[config.mk]
export PLATFORM = sky130hd
export DESIGN_NAME = fft_result_streamer
export DESIGN_NICKNAME = d
export VERILOG_FILES = /design/src/rtl/fft_result_streamer.sv
export SDC_FILE = /design/constraint.sdc
export NUM_CORES = 1
export LEC_CHECK = 0
export ABC_AREA = 1
export CORE_ASPECT_RATIO = 0.9
export CORE_MARGIN = 5
export CORE_UTILIZATION = 45
export CTS_CLUSTER_SIZE = 40
export DETAILED_ROUTE_END_ITERATION = 8
export PLACE_DENSITY = 0.81
export SLEW_MARGIN = 20
export SYNTH_ARGS = -nofsm -noshare
export SYNTH_HDL_FRONTEND = slang
export SYNTH_SLANG_ARGS = --single-unit
[constraint.sdc]
create_clock -name clk -period 3.9 [get_ports clk]
set_input_delay 0.39 -clock clk [delete_from_list [all_inputs] [get_ports clk]]
set_output_delay 0.39 -clock clk [all_outputs]
set_load 0.01 [all_outputs]
[src/rtl/fft_result_streamer.sv]
// FFT result streamer: reads the N transform outputs from the final ping-pong
// bank through a synchronous-read port and streams them in natural frequency
// order on a valid/ready interface. A 2-entry skid FIFO plus the single
// in-flight read bound the buffered words to two.
module fft_result_streamer #(
  parameter int MAX_N       = 32,
  parameter int ADDR_WIDTH  = $clog2(MAX_N),
  parameter int DATA_WIDTH  = 32,
  parameter bit READ_BITREV = 1'b0
) (
  input  logic                  clk,
  input  logic                  reset,
  input  logic                  start,
  input  logic                  final_bank,
  output logic                  rd_en,
  output logic                  rd_bank,
  output logic [ADDR_WIDTH-1:0] rd_addr,
  input  logic [DATA_WIDTH-1:0] rd_data,
  output logic                  m_valid,
  input  logic                  m_ready,
  output logic [DATA_WIDTH-1:0] m_data,
  output logic [ADDR_WIDTH-1:0] m_index,
  output logic                  m_last,
  output logic                  busy,
  output logic                  done
);

  localparam logic [ADDR_WIDTH-1:0] LAST_IDX = '1;

  typedef enum logic {
    IDLE,
    STREAM
  } state_t;

  state_t state, state_next;

  // Counters carry one extra bit so that EFFECTIVE_N itself is representable.
  logic [ADDR_WIDTH:0]   rd_cnt;
  logic [ADDR_WIDTH:0]   out_cnt;
  logic                  inflight;
  logic [ADDR_WIDTH-1:0] inflight_idx;

  logic [DATA_WIDTH-1:0] fifo_data [2];
  logic [ADDR_WIDTH-1:0] fifo_idx  [2];
  logic                  fifo_rd_ptr;
  logic                  fifo_wr_ptr;
  logic [1:0]            fifo_count;

  logic [ADDR_WIDTH-1:0] rd_idx;
  logic [ADDR_WIDTH-1:0] rd_idx_rev;
  logic [1:0]            occupancy;
  logic                  start_ok;
  logic                  pop;
  logic                  fifo_pop;
  logic                  push;
  logic                  last_pop;

  // Read issue control and address generation (natural or bit-reversed).
  always_comb begin
    rd_idx     = rd_cnt[ADDR_WIDTH-1:0];
    rd_idx_rev = '0;
    for (int unsigned i = 0; i < ADDR_WIDTH; i++) begin
      rd_idx_rev[i] = rd_idx[ADDR_WIDTH-1-i];
    end
    busy      = (state == STREAM);
    start_ok  = (state == IDLE) && start;
    occupancy = fifo_count + {1'b0, inflight};
    rd_en     = busy && !rd_cnt[ADDR_WIDTH] && (occupancy < 2'd2);
    rd_addr   = READ_BITREV ? rd_idx_rev : rd_idx;
  end

  // Output head: an empty FIFO is bypassed by the returning read so the first
  // word appears in the same cycle its data comes back from memory.
  always_comb begin
    m_valid = (fifo_count != 2'd0) || inflight;
    m_data  = '0;
    m_index = '0;
    if (fifo_count != 2'd0) begin
      m_data  = fifo_data[fifo_rd_ptr];
      m_index = fifo_idx[fifo_rd_ptr];
    end else if (inflight) begin
      m_data  = rd_data;
      m_index = inflight_idx;
    end
    m_last   = m_valid && (m_index == LAST_IDX);
    pop      = m_valid && m_ready;
    fifo_pop = pop && (fifo_count != 2'd0);
    // A returning word is stored unless it leaves straight through the bypass.
    push     = inflight && !((fifo_count == 2'd0) && pop);
    last_pop = pop && (out_cnt == {1'b0, LAST_IDX});
  end

  // FSM state register.
  always_ff @(posedge clk or negedge reset) begin
    if (!reset) state <= IDLE;
    else        state <= state_next;
  end

  // FSM next-state logic.
  always_comb begin
    state_next = state;
    case (state)
      IDLE:    if (start) state_next = STREAM;
      STREAM:  if (last_pop) state_next = IDLE;
      default: state_next = IDLE;
    endcase
  end

  // Counters, in-flight tracking, skid FIFO and done pulse.
  always_ff @(posedge clk or negedge reset) begin
    if (!reset) begin
      rd_bank      <= 1'b0;
      rd_cnt       <= '0;
      out_cnt      <= '0;
      inflight     <= 1'b0;
      inflight_idx <= '0;
      fifo_rd_ptr  <= 1'b0;
      fifo_wr_ptr  <= 1'b0;
      fifo_count   <= '0;
      done         <= 1'b0;
      for (int unsigned i = 0; i < 2; i++) begin
        fifo_data[i] <= '0;
        fifo_idx[i]  <= '0;
      end
    end else begin
      done     <= last_pop;
      inflight <= rd_en;
      if (rd_en) inflight_idx <= rd_idx;
      if (start_ok) begin
        rd_bank <= final_bank;
        rd_cnt  <= '0;
        out_cnt <= '0;
      end else begin
        if (rd_en) rd_cnt  <= rd_cnt + 1'b1;
        if (pop)   out_cnt <= out_cnt + 1'b1;
      end
      if (push) begin
        fifo_data[fifo_wr_ptr] <= rd_data;
        fifo_idx[fifo_wr_ptr]  <= inflight_idx;
        fifo_wr_ptr            <= ~fifo_wr_ptr;
      end
      if (fifo_pop) fifo_rd_ptr <= ~fifo_rd_ptr;
      case ({push, fifo_pop})
        2'b10:   fifo_count <= fifo_count + 2'd1;
        2'b01:   fifo_count <= fifo_count - 2'd1;
        default: fifo_count <= fifo_count;
      endcase
    end
  end

endmodule

# Word level (Yosys, flattened, before mapping)
# Index checks and enable logic that the tools add are counted.
# Widths: inputs -> output; s select.
dict set report totals {
  regBits 99
  input_bits 37
  output_inout_bits 48
  word_cells 74
}
dict set report op_classes {
  bitwise_logic 5
  add_sub_neg 5
  reduce_logical 18
  n_lt_le_gt_ge 4
  muxes 24
  eq_ne 4
}
# operator n
set op_table {}
lappend op_table {{$mux 32} 6}
lappend op_table {{$bwmux 64} 1}
lappend op_table {{$demux 32 s1} 1}
lappend op_table {{$mux 5} 6}
lappend op_table {{$mux 6} 4}
lappend op_table {{$add 6x1->6 const B} 2}
lappend op_table {{$bwmux 10} 1}
lappend op_table {{$logic_and 1x1->1} 10}
lappend op_table {{$reduce_bool 2->1} 4}
lappend op_table {{$eq 6x5->1 const B} 1}
lappend op_table {{$demux 5 s1} 1}
lappend op_table {{$eq 5x5->1 const B} 1}
lappend op_table {{$ge 2x2->1 const B} 2}
lappend op_table {{$not 1->2} 2}
lappend op_table {{$pmux 2 s2} 1}
lappend op_table {{$not 1->1} 3}
lappend op_table {{$add 2x1->2} 1}
lappend op_table {{$add 2x1->2 const B} 1}
lappend op_table {{$eq 2x1->1 const B} 1}
lappend op_table {{$eq 2x2->1 const B} 1}
lappend op_table {{$logic_not 1->1} 2}
lappend op_table {{$logic_not 2->1} 1}
lappend op_table {{$lt 2x1->1 const B} 1}
lappend op_table {{$lt 2x2->1 const B} 1}
lappend op_table {{4 further kinds} 5}

# Depth between registers and ports, before layout
dict set report depth {
  ltp_word 8
  ltp_mapped 9
  mapped_depth_nobuf 8
}

# Least setup slack after synthesis
# No wires, ideal clock.
dict set report synth_path {
  path_kind {register to output}
  from {register fifo_rd_ptr}
  to {output port m_last}
  path_buffers 2
  arrival_ns 1.415
  path_slack_ns 2.095
  required_time_ns 3.510
  path_stages_with_launch 8
  path_cell_list {dfrtp_1 buf_2 inv_1 buf_2 o21ai_0 o21ai_0 nand2_1 nor2_1}
}
dict set report synth_between {
  elab_chain_cells 7
}
# element line
set synth_lines {}
lappend synth_lines {{from (decl)} 45} ;# logic fifo_rd_ptr;
lappend synth_lines {{from (signal assigned)} 142} ;# if (fifo_pop) fifo_rd_ptr <= ~fifo_rd_ptr;
lappend synth_lines {{$not 1->2 (not written as such)} 80} ;# m_index = fifo_idx[fifo_rd_ptr];
lappend synth_lines {{$mux 5 (not written as such) (3 in series)} 80}
lappend synth_lines {{$mux 5} 78} ;# if (fifo_count != 2'd0) begin
lappend synth_lines {{named net m_index[1]} 22} ;# output logic [ADDR_WIDTH-1:0] m_index,
lappend synth_lines {{$eq 5x5->1} 85} ;# m_last = m_valid && (m_index == LAST_IDX);
lappend synth_lines {{$logic_and 1x1->1} 85}
lappend synth_lines {{to (decl)} 23} ;# output logic m_last,
# The timed path passes the listed nets, and every way through them passes these cells. The select of a mux whose other input is x is not followed.

# Worst setup path in the final report
dict set report layout_path {
  from {register fifo_count[0]}
  to {output port m_data[2]}
}
dict set report layout_between {
  elab_chain_cells 2
}
# element line
set layout_lines {}
lappend layout_lines {{from (decl)} 47} ;# logic [1:0] fifo_count;
lappend layout_lines {{from (signal assigned)} 144} ;# 2'b10: fifo_count <= fifo_count + 2'd1;
lappend layout_lines {{from (signal assigned)} 145} ;# 2'b01: fifo_count <= fifo_count - 2'd1;
lappend layout_lines {{from (signal assigned)} 146} ;# default: fifo_count <= fifo_count;
lappend layout_lines {{$reduce_bool 2->1} 78}
lappend layout_lines {{$mux 32} 78}
lappend layout_lines {{to (decl)} 21} ;# output logic [DATA_WIDTH-1:0] m_data,
# Every way passes these cells.

==> metrics <==
Worst Tran Pin Value 1.022 ns; yosys warns 0; grt ovf 0; drt first pass iters 6; Area contributors post-synth dfrtp_1 50%, o21ai_0 9.3%, nand2_1 8.6%; first-pass GRT wire length 19,420 µm; final setup violation count 0; status finished clean; number of cell rows 36; initial antenna violation count 0; DRC 0; core region area 0.01077 mm²; Max-Cap Viols 0; CP arrival 2.75 ns; layout cells sized above 1 11.41%; CTS resizes 0; critical path class reg2out; chip height 109.1 µm; IO Port Bufs 84; Final period util 80.41%; Initial Util 45.64%; CTS Hold Bufs 0; Syn Inst Count 569; CP cell instances inv_1 > nand2_2 > buf_4 > o21ai_0 > o32ai_1 > clkdlybuf4s50_1; peak supply drop 0.5115 mV; post-route ant nets 0; htree depth 3; mapped cell area 0.004913 mm²; RSZ-0062 raised after global routing false; Final Critical Period 3.136 ns; full die area 0.01311 mm²; largest net degree at the start of global routing 78; Main synth FF type dfrtp_1; final WL 11,500 µm; CTS root buffer clkbuf_16; GRT Overall Usage 18.30%; ant diodes 0; share of the synthesized area in the top cell type 50.42%; Lkg Pwr 2.765 nW; Seq/Total Area, Yosys 50.42%; critical path endpoint category output pin; Final Hold Viols 0; CP startpoint kind flop; gpl congestion 0.8225; WP data required 3.51 ns; Synth cell types 27; relative slew slack 31.86%; clock skew 0.008714 ns; fmax 318.9 MHz; vias per cell 5.452; clock sinks 99; DP HPWL 7633 µm; final net count 667; Post-synth EDFFs 0; register bit total from synthesis 99; Largest stage delay, worst path 0.59 ns; critical path peak fanout 40; routed vias 4,165; Hold Path Class in2async; Max stage delay cell, worst path clkdlybuf4s50_1; WL/cell 15.05 µm; filler cell count 940; TritonCTS clock tree yes; syn avg cell area 8.635 µm²; Iter 0 DRT Violations 410; fin. max-slew vios 0; Die Wd 120.1 µm; most common cell after layout, fill and taps aside nand2_1; # Post-CTS Setup Buffers 0; Ports 85; CTS Buf Count 9; number of global-route vias before repair 4,056; Reg clk slew, reported paths 0.07 ns; Bufs on Longest Clock Path 2; PnR Total Power 0.005938 W; multi-input logic area 0.001984 mm²; setup TNS 0 ns; most frequent cells in the layout 111 x nand2_1, 99 x dfrtp_1, 91 x o21ai_0; post-synth top area cell dfrtp_1; Skew-Pair Late Insertion Delay 0.34 ns; FFs w/ async S/R, synth 100.0%; Syn Nets 609; area grow syn2layout 23.35%; PwrDens 979.7 mW/mm²; Sequential Area 0.002477 mm²
[kinds of logic after synthesis]
group / Yosys count / synth area share, %
AND/OR/NAND/NOR: 206 / 17.77
AO/OA/AOI/OAI: 159 / 20.80
flip-flops: 99 / 50.42
buffers and inverters: 97 / 9.346
XOR/XNOR: 5 / 0.8912
adder cells (fa/ha/maj): 3 / 0.7640
[flip-flops by register name (all words and copies together), names as in the netlist]
name,count
fifo_wr_ptr,1
inflight_idx,5
busy,1
fifo_count,2
fifo_rd_ptr,1
fifo_idx,10
rd_bank,1
fifo_data,64
inflight,1
done,1
rd_cnt,6
out_cnt,6
[worst max-delay path: cells and delay by family, from the launching register on]
kind            cells  cell delay, ns
flops               1            0.50
buf+inv             3            1.08
simple gates        1            0.50
compound gates      2            0.31
[report_power, final]
part / switching, W / internal (W)
sequential: 0.000334 / 0.00151
combinational: 0.00170 / 0.00136
clock: 0.000378 / 0.000645
total: 0.00242 / 0.00352
[final cells by class]
| class | instances | area share, % |
|---|---|---|
| inverter | 54 | 3.344 |
| timing repair buffer | 90 | 14.57 |
| clock buffer | 10 | 3.943 |
| multi-input combinational | 373 | 32.74 |
| tap | 133 | 2.746 |
| sequential | 99 | 40.88 |
| clock inverter | 5 | 1.775 |
[synthesized netlist by cell type, types with 2 or more instances]
library cell  number
inv_1             51
o21ai_1            4
o21ai_0           91
nand2_2           13
nand4_1            8
o32ai_1           32
dfrtp_1           99
buf_6              7
nor2_1            46
ha_1               3
nand3_1           21
inv_2              3
clkbuf_1          14
nand2_1          112
buf_2             16
a21oi_1            3
buf_4              6
nor2_2             2
o21ai_2           27
xor2_1             4
[final timing paths]
check                                      to  cells after the start  slack (ns)     startpoint
worst max register to register  fifo_count[1]                      8        1.47       inflight
worst max-delay path                m_data[2]                      6        0.76  fifo_count[0]
worst min-delay path             fifo_data[6]                      1        0.19          reset
max in group asynchronous       fifo_data[61]                      2        2.83          reset
worst min register to register  fifo_data[11]                      2        0.48  fifo_data[11]
min in group clk                fifo_data[11]                      2        0.48  fifo_data[11]
[per-stage QoR]
step | utilization, % | worst slack (ns) | std cells | area, µm² | hold slack (ns)
2_1_floorplan | - | 2.095 | 569 | 4913 | 0.09441
3_3_place_gp | 53.08 | 1.274 | 749 | 5714 | 0.4612
3_5_place_dp | 53.08 | 1.139 | 749 | 5714 | 0.4689
4_1_cts | 56.30 | 0.7405 | 764 | 6061 | 0.2335
5_1_grt | 56.30 | 0.5532 | 764 | 6061 | 0.2822
6_report | 56.30 | 0.7642 | 764 | 6061 | 0.1921
[metal layers]
layer  GRT usage [%]  part of all wire (%)  up-vias
met5               0                     0        -
met4           5.724                   1.3        0
met3           4.616                   6.2       15
met2           30.04                    48      132
met1           24.02                    44     2005
li1                -                     -     2013
Note: power is estimated with default switching activity, not from simulation.
